<file path="src/rtl/rst_seq_ctrl_pkg.sv">
// Shared definitions for the reset release sequencer: register map, restart key, FSM encoding.
package rst_seq_ctrl_pkg;

    localparam logic [7:0]  AddrCtrl = 8'h00;
    localparam logic [7:0]  AddrGap  = 8'h04;
    localparam logic [7:0]  AddrHold = 8'h08;
    localparam logic [7:0]  AddrStat = 8'h0C;

    localparam logic [31:0] SeqKey   = 32'h5EC0_0001;

    localparam int unsigned IdxW     = 3;

    typedef enum logic [1:0] {
        StAssert  = 2'd0,
        StRelease = 2'd1,
        StDone    = 2'd2,
        StIdle    = 2'd3
    } seq_state_e;

endpackage

</file>
<file path="src/rtl/rst_seq_ctrl_if.sv">
// APB slave bus bundle for the reset sequencer (zero wait-state, 8-bit address).
interface rst_seq_ctrl_if;

    logic        psel;
    logic        penable;
    logic        pwrite;
    logic [7:0]  paddr;
    logic [31:0] pwdata;
    logic [31:0] prdata;
    logic        pready;

    modport master (
        output psel, penable, pwrite, paddr, pwdata,
        input  prdata, pready
    );

    modport slave (
        input  psel, penable, pwrite, paddr, pwdata,
        output prdata, pready
    );

endinterface

</file>
<file path="src/rtl/rst_seq_ctrl.sv">
// Reset release sequencer: holds N_DOM domain resets, releases them in index order with a
// programmable gap; APB slave for gap, hold mask, keyed restart and status.
module rst_seq_ctrl
    import rst_seq_ctrl_pkg::*;
#(
    parameter int unsigned         N_DOM   = 4,
    parameter int unsigned         CNT_W   = 8,
    parameter logic [CNT_W-1:0]    DEF_GAP = 8'd16
) (
    input  logic              pclk,
    input  logic              prst,
    rst_seq_ctrl_if.slave     apb,
    input  logic              sys_rst_n,
    output logic [N_DOM-1:0]  dom_rst_n,
    output logic              seq_busy,
    output logic              seq_done
);

    logic             wr_en, rd_en, restart;
    logic [CNT_W-1:0] gap_q, geff, cnt_q, cnt_d;
    logic [N_DOM-1:0] hold_q, rel_q, rel_d, dom_q;
    logic [IdxW-1:0]  idx_q, idx_d;
    seq_state_e       state_q, state_d;

    assign wr_en   = apb.psel & apb.pwrite & apb.penable;
    assign rd_en   = apb.psel & ~apb.pwrite & apb.penable;
    assign restart = wr_en && (apb.paddr == AddrCtrl) && (apb.pwdata == SeqKey);
    assign apb.pready = 1'b1;

    // A programmed gap of 0 behaves as a gap of 1.
    assign geff = (gap_q == '0) ? CNT_W'(1) : gap_q;

    always_ff @(posedge pclk) begin
        if (prst) begin
            gap_q  <= DEF_GAP;
            hold_q <= '0;
        end else if (wr_en) begin
            case (apb.paddr)
                AddrGap:  gap_q  <= apb.pwdata[CNT_W-1:0];
                AddrHold: hold_q <= apb.pwdata[N_DOM-1:0];
                default: ;
            endcase
        end
    end

    always_comb begin
        apb.prdata = '0;
        if (rd_en) begin
            case (apb.paddr)
                AddrGap:  apb.prdata[CNT_W-1:0] = gap_q;
                AddrHold: apb.prdata[N_DOM-1:0] = hold_q;
                AddrStat: begin
                    apb.prdata[9:8] = state_q;
                    apb.prdata[6:4] = idx_q;
                    apb.prdata[0]   = seq_busy;
                end
                default: ;
            endcase
        end
    end

    always_ff @(posedge pclk) begin
        if (prst) begin
            state_q <= StAssert;
            cnt_q   <= DEF_GAP;
            idx_q   <= '0;
            rel_q   <= '0;
            dom_q   <= '0;
        end else begin
            state_q <= state_d;
            cnt_q   <= cnt_d;
            idx_q   <= idx_d;
            rel_q   <= rel_d;
            // Hold mask is applied on top of the release vector being registered this cycle.
            dom_q   <= rel_d & ~hold_q;
        end
    end

    always_comb begin
        state_d = state_q;
        cnt_d   = cnt_q;
        idx_d   = idx_q;
        rel_d   = rel_q;
        if (!sys_rst_n || restart) begin
            state_d = StAssert;
            cnt_d   = geff;
            rel_d   = '0;
        end else begin
            unique case (state_q)
                StAssert: begin
                    rel_d = '0;
                    if (cnt_q == CNT_W'(1)) begin
                        idx_d   = '0;
                        cnt_d   = geff;
                        state_d = StRelease;
                    end else begin
                        cnt_d = cnt_q - CNT_W'(1);
                    end
                end
                StRelease: begin
                    for (int unsigned i = 0; i < N_DOM; i++) begin
                        if (idx_q == IdxW'(i)) rel_d[i] = 1'b1;
                    end
                    if (cnt_q == CNT_W'(1)) begin
                        if (idx_q == IdxW'(N_DOM - 1)) begin
                            state_d = StDone;
                        end else begin
                            idx_d = idx_q + IdxW'(1);
                            cnt_d = geff;
                        end
                    end else begin
                        cnt_d = cnt_q - CNT_W'(1);
                    end
                end
                StDone: state_d = StIdle;
                StIdle: ;
            endcase
        end
    end

    always_comb begin
        seq_busy = (state_q != StIdle);
        seq_done = (state_q == StDone);
    end

    assign dom_rst_n = dom_q;

endmodule

</file>
<file path="src/flat_wrapper.sv">
// flat-port wrapper written by rule: the top's interface ports become plain ports
module rst_seq_ctrl_flat import rst_seq_ctrl_pkg::*;
#(
    parameter int unsigned         N_DOM   = 4,
    parameter int unsigned         CNT_W   = 8,
    parameter logic [CNT_W-1:0]    DEF_GAP = 8'd16
)
  (pclk, prst, sys_rst_n, dom_rst_n, seq_busy, seq_done, apb_psel, apb_penable, apb_pwrite, apb_paddr, apb_pwdata, apb_prdata, apb_pready);
  rst_seq_ctrl_if apb_i ();
  input  logic pclk;
  input  logic prst;
  input  logic sys_rst_n;
  output logic [N_DOM-1:0] dom_rst_n;
  output logic seq_busy;
  output logic seq_done;
  input wire logic [$bits(apb_i.psel)-1:0] apb_psel;
  input wire logic [$bits(apb_i.penable)-1:0] apb_penable;
  input wire logic [$bits(apb_i.pwrite)-1:0] apb_pwrite;
  input wire logic [$bits(apb_i.paddr)-1:0] apb_paddr;
  input wire logic [$bits(apb_i.pwdata)-1:0] apb_pwdata;
  output wire logic [$bits(apb_i.prdata)-1:0] apb_prdata;
  output wire logic [$bits(apb_i.pready)-1:0] apb_pready;
  assign apb_i.psel = apb_psel;
  assign apb_i.penable = apb_penable;
  assign apb_i.pwrite = apb_pwrite;
  assign apb_i.paddr = apb_paddr;
  assign apb_i.pwdata = apb_pwdata;
  assign apb_prdata = apb_i.prdata;
  assign apb_pready = apb_i.pready;
  rst_seq_ctrl #(.N_DOM(N_DOM), .CNT_W(CNT_W), .DEF_GAP(DEF_GAP)) u_core (.pclk(pclk), .prst(prst), .apb(apb_i), .sys_rst_n(sys_rst_n), .dom_rst_n(dom_rst_n), .seq_busy(seq_busy), .seq_done(seq_done));
endmodule
</file>
<file path="config.mk">
export PLATFORM = sky130hd
export DESIGN_NAME = rst_seq_ctrl_flat
export DESIGN_NICKNAME = d
export VERILOG_FILES = /design/src/rtl/rst_seq_ctrl_pkg.sv /design/src/rtl/rst_seq_ctrl_if.sv /design/src/rtl/rst_seq_ctrl.sv /design/src/flat_wrapper.sv
export SDC_FILE = /design/constraint.sdc
export NUM_CORES = 1
export LEC_CHECK = 0
export CAP_MARGIN = 10
export CORE_MARGIN = 4
export CORE_UTILIZATION = 40
export CTS_BUF_LIST = sky130_fd_sc_hd__clkbuf_4 sky130_fd_sc_hd__clkbuf_8
export DETAILED_ROUTE_END_ITERATION = 10
export GPL_ROUTABILITY_DRIVEN = 1
export PLACE_DENSITY = 0.78
export SYNTH_ARGS = -nofsm -noshare
export SYNTH_HDL_FRONTEND = slang
export SYNTH_SLANG_ARGS = --single-unit
</file>
<file path="constraint.sdc">
create_clock -name pclk -period 1.7 [get_ports pclk]
set_input_delay 0.17 -clock pclk [delete_from_list [all_inputs] [get_ports pclk]]
set_output_delay 0.17 -clock pclk [all_outputs]
set_load 0.05 [all_outputs]
</file>
**Yosys cells after proc, flatten, opt, wreduce, memory -nomap -nowiden**

Cells that the tools add are included.

- Add/sub/neg operators: 2
- Multiplexer cells: 26
- Reductions and logical operators: 17
- Eq/ne operators: 16
- Bitwise logic cells: 8

Operator list:

| kind | number |
|---|---|
| 2-to-1 mux 8 bit | 5 |
| == test 32 x 31 -> 1 bit (second input constant) | 1 |
| case mux 3 bit (2 select lines) | 3 |
| == test 8 x 4 -> 1 bit (second input constant) | 2 |
| zero test 8 bit | 2 |
| case mux 8 bit (2 select lines) | 1 |
| 2-to-1 mux 10 bit | 1 |
| 2-to-1 mux 3 bit | 3 |
| == test 8 x 1 -> 1 bit (second input constant) | 1 |
| == test 8 x 3 -> 1 bit (second input constant) | 1 |
| 2-to-1 mux 2 bit | 4 |
| case mux 4 bit (2 select lines) | 1 |
| subtractor 8 x 1 -> 8 bit (second input constant) | 1 |
| == test 3 x 2 -> 1 bit (second input constant) | 2 |
| inequality test 2 x 1 -> 1 bit (second input constant) | 3 |
| case mux 2 bit (3 select lines) | 1 |
| AND reduction 2 bit | 3 |
| nonzero test 3 bit | 2 |
| 2-to-1 mux 1 bit | 5 |
| AND reduction 5 bit | 1 |
| AND 1 bit | 4 |
| AND 4 bit | 1 |
| 2-to-1 mux 4 bit | 1 |
| inequality test 2 bit (second input constant) | 2 |
| 16 further kinds | 18 |

- Input bits: 46
- Register bits after elaboration: 33
- Output and inout port bits: 39
- Logic and storage cells: 76

**Depth between registers and ports, before layout**

- Word-level depth: 7
- Gate-level depth with buffers: 8
- Gate-level depth less buffers: 7

**Least setup slack after synthesis**

Ideal clock, no wire load.

- Kind: in2out
- Start point: input apb_paddr[5]
- End point: output apb_prdata[7]
- Path buffers: 0
- Data arrival time: 2,056 ps
- Required time: 1,530 ps
- Stages: 4
- Path slack: -526 ps
- Cells stage by stage: nor4_4 -> nand2_1 -> or3_1 -> nor3b_1

- Cells in the longest elaborated chain, start to end: 3

Ends and longest elaborated chain:

| item | RTL line | text |
|---|---|---|
| from (decl) | flat_wrapper.sv:19 | `input wire logic [$bits(apb_i.paddr)-1:0] apb_paddr;` |
| == test 8 x 3 -> 1 bit | rst_seq_ctrl.sv:49 | `case (apb.paddr)` |
| 2-to-1 mux 1 bit | rst_seq_ctrl.sv:49 |  |
| 2-to-1 mux 10 bit | rst_seq_ctrl.sv:48 | `if (rd_en) begin` |
| to (decl) | flat_wrapper.sv:21 | `output wire logic [$bits(apb_i.prdata)-1:0] apb_prdata;` |

Every way passes these cells.

**Worst setup path after layout**

- Start point: register u_core.idx_q[0]
- End point: register u_core.cnt_q[0]

- Cells in the longest elaborated chain, start to end: 3

Ends and longest elaborated chain:

| item | RTL line | text |
|---|---|---|
| from (decl) | rst_seq_ctrl.sv:22 | `logic [IdxW-1:0] idx_q, idx_d;` |
| from (signal assigned) | rst_seq_ctrl.sv:72 | `idx_q <= idx_d;` |
| == test 3 x 2 -> 1 bit | rst_seq_ctrl.sv:105 | `if (idx_q == IdxW'(N_DOM - 1)) begin` |
| inequality test 4 x 3 -> 1 bit (no source line) | - |  |
| AND reduction 2 bit (no source line) | - |  |
| to (signal assigned) | rst_seq_ctrl.sv:71 | `cnt_q <= cnt_d;` |
| to (decl) | rst_seq_ctrl.sv:20 | `logic [CNT_W-1:0] gap_q, geff, cnt_q, cnt_d;` |

Every way passes these cells.
A chain may end at the register's enable or synchronous reset.

==> out/qor.yml <==
logic_synthesis:
  synthCells: 262
  ys_seq_elements: 33
  yosysTopAreaCellShare_pct: 30.9
  synth_warnings: 0
  ys_seq_area_share_pct: 30.9
  syn_avg_cell_area_um2: 8.16
  ys.flop_type: "dfxtp_1"
  async_flop_share_pct: 0
  synth_top_cell_by_area: "dfxtp_1"
  synth.area.top_cells: "dfxtp_1 (31%), buf_4 (8.4%), ha_1 (7.0%), nand2_1 (5.4%), a21oi_1 (4.9%)"
  synth-edff-count: 0
  synth_area_um2: 2140
  ys_types: 51
detailed_routing:
  drcViolationCount: 0
  wl_met1_mm: 2.61
  wirelength_mm: 6.84
  dr_total_vias: 2290
  wl_met3_um: 469
  dr.first_iter.drc_count: 161
  routed.top_layer: "met4"
  firstDrtPassIters: 4
  routed-wl-met2_mm: 3.57
  ant_nets: 0
  via_per_inst: 5.20
  wl_per_cell_um: 15.6
floorplan:
  chipHeight_um: 81.1
  initial_core_util_pct: 41.6
  fp.coreArea_um2: 5140
  row_count: 26
  die-area_um2: 6580
  chipWidth_um: 81.1
  ios: 85
worst_setup_path:
  rr_worst_depth: 9
  crit_end: "u_core.cnt_q[0]"
  start_kind: "flip-flop"
  cp.required_ns: 1.94
  r2r-end: "u_core.cnt_q[0]"
  worst-setup-path-type: "reg -> reg"
  cp_max_fo: 7
  endpoint_kind: "flip-flop"
  critPathLaunch: "u_core.idx_q[0]"
  worstReg2RegStart: "u_core.idx_q[0]"
  cp.arrival_ns: 1.94
  reg2reg_setup_slack_ns: 0.00007
run_status:
  status: "finished clean"
pwr:
  leakagePower_nw: 1.54
  vdd_ir_drop_max_mv: 0.261
  power.density_nw_per_um2: 524
  p_total_mw: 1.89
place:
  hpwl_mm: 4.89
  pre_cts_ws_ns: -0.495
  place_congestion: 0.928
  port-buffer-count: 61
cells_and_area:
  fillers: 408
  layout.nets: 428
  antenna_cells: 0
  area_growth_pct: 68.6
  layout-drive-gt1-share_pct: 36.2
timing:
  tightest_slew_ns: 0.497
  finalCriticalPeriod_ns: 1.70
  finClkSkew_ns: 0.00722
  fmax_ghz: 0.588
  max-slew-margin-rel_pct: 66.8
  grt_setup_unrepaired: "true"
  post-route-period-util_pct: 100
  drv_slew: 0
  fin_ws_ns: 0.0000691
  hold_viol: 0
  finalSetupViolations: 0
global_route:
  globalRouteOverflowTotal: 0
  grt_pass1_vias: 2168
  antenna_found_initial: 0
  grt_max_degree: 19
  grt_use_total_pct: 19.7
  grt_pass1_wl_mm: 9.95
clocking:
  cts_hold_buf: 0
  clock_sinks: 33
  cts.path.max_buffers: 2
  cts_made_buffers: 5
  htree_levels: 2
  cts_tree: "yes"
  clkTransAtPathRegs_ns: 0.07
  clk_latency_ns: 0.29
  root_buffer: "clkbuf_8"
hold_path:
  min_path_type: "in -> reg"
job:
  cap_violations: 0
[critical path: stages, from the launching register on]
cell and delay, ns:
dfxtp_1 0.33, ha_2 0.20, ha_4 0.15, nand2_2 0.09
buf_4 0.16, o22ai_1 0.13, buf_4 0.18, nor2_1 0.06
o22ai_1 0.15, o311a_1 0.19
[synth_stat cells (2+ instances only)]
library cell / count
a211oi_1: 5
a21oi_1: 21
a22oi_1: 4
and3_1: 4
buf_4: 24
buf_6: 2
clkbuf_1: 8
conb_1: 2
dfxtp_1: 33
ha_1: 12
inv_1: 10
mux2i_1: 6
nand2_1: 31
nand2b_1: 4
nand3_1: 17
nand3b_1: 2
nor2_1: 17
nor2b_1: 2
nor3_1: 3
nor3b_1: 2
nor4_1: 5
nor4_2: 2
nor4bb_1: 2
o21ai_0: 6
o21ai_1: 2
o22ai_1: 8
o31a_1: 2
o31ai_1: 2
o32a_1: 2
[per-stage QoR]
stage	TNS (ns)	hold WS (ns)	instance area, um2	util, %	std cells
2_1_floorplan	-0.169	0.317	2230	-	283
3_3_place_gp	-12.78	0.448	3140	61.0	424
3_5_place_dp	-14.48	0.458	3140	61.0	424
4_1_cts	-0.302	0.374	3320	64.7	438
5_1_grt	-0.611	0.392	3600	70.1	440
6_report	0	0.382	3600	70.1	440
[routing by layer]
metal | track usage, % | up-vias
met3 | 4.55 | 14
met1 | 21.4 | 1065
met4 | 9.29 | 0
li1 | - | 1107
met2 | 35.7 | 104
met5 | 0 | -
[logic make-up (layout without fill, tap and decap cells)]
kind of cell             count (synthesis)  in the layout  share of synthesized area, %
AND/OR/NAND/NOR                        104            104                          27.8
AO/OA/AOI/OAI                           61             61                          18.5
buffers and inverters                   44            131                          12.6
flip-flops                              33             33                          30.9
multiplexers                             6              6                          2.81
other                                    2             23                         0.351
adder cells (fa/ha/maj)                 12             12                          7.03
[timing repair]
| action | CTS | global route |
|---|---|---|
| gates cloned | 0 | 1 |
| endpoints found under the setup margin | 31 | 31 |
| buffers inserted | 7 | 3 |
| pin swaps | 14 | 28 |
| resized for setup | 57 | 62 |
[final cells by class]
cell class,instances,area (um2),share of cell area [%]
clock buffers,7,90.1,2.50
flip-flops and latches,33,667,18.5
repair buffers,114,1140,31.6
well taps,70,87.6,2.43
inverters,10,37.5,1.04
multi-input cells,206,1580,43.9
[flip-flops by register name, indices dropped and copies added, names as in the netlist]
signal	cells
u_core.state_q	2
u_core.cnt_q	8
u_core.rel_q	4
u_core.idx_q	3
u_core.hold_q	4
u_core.dom_rst_n	4
u_core.gap_q	8
[cells in the final DEF, fill, tap and decap left out, drive strengths merged, types with 3 or more instances in the layout]
master | Yosys | final
a211oi | 5 | 5
a21oi | 22 | 22
a22oi | 4 | 4
and3 | 4 | 4
buf | 26 | 70
clkbuf | 8 | 7
clkdlybuf4s50 | 0 | 11
conb | 2 | 23
dfxtp | 33 | 33
dlygate4sd2 | 0 | 17
dlymetal6s2s | 0 | 15
ha | 12 | 12
inv | 10 | 10
mux2i | 6 | 6
nand2 | 31 | 31
nand2b | 4 | 4
nand3 | 18 | 18
nor2 | 19 | 19
nor3 | 3 | 3
nor4 | 8 | 8
nor4b | 3 | 3
o21ai | 8 | 8
o22ai | 8 | 8
[report_power, final]
part,internal [mW],leakage (nW),switching [mW],total [mW]
Sequential,0.786,0.269,0.0145,0.801
Combinational,0.198,1.23,0.272,0.470
Clock,0.337,0.0477,0.282,0.618
[worst min-delay path by stage]
stage | from | endpoint | slack (ns) | depth (start not counted)
floorplan | apb_pwdata[0] | u_core.gap_q[0] | 0.32 | 2
global placement | u_core.rel_q[2] | u_core.rel_q[2] | 0.45 | 2
detailed placement | u_core.rel_q[2] | u_core.rel_q[2] | 0.46 | 2
CTS | apb_pwdata[4] | u_core.gap_q[4] | 0.37 | 4
global route | apb_pwdata[4] | u_core.gap_q[4] | 0.39 | 4
finish | apb_pwdata[4] | u_core.gap_q[4] | 0.38 | 4
Note: power is estimated with default switching activity, not from simulation.
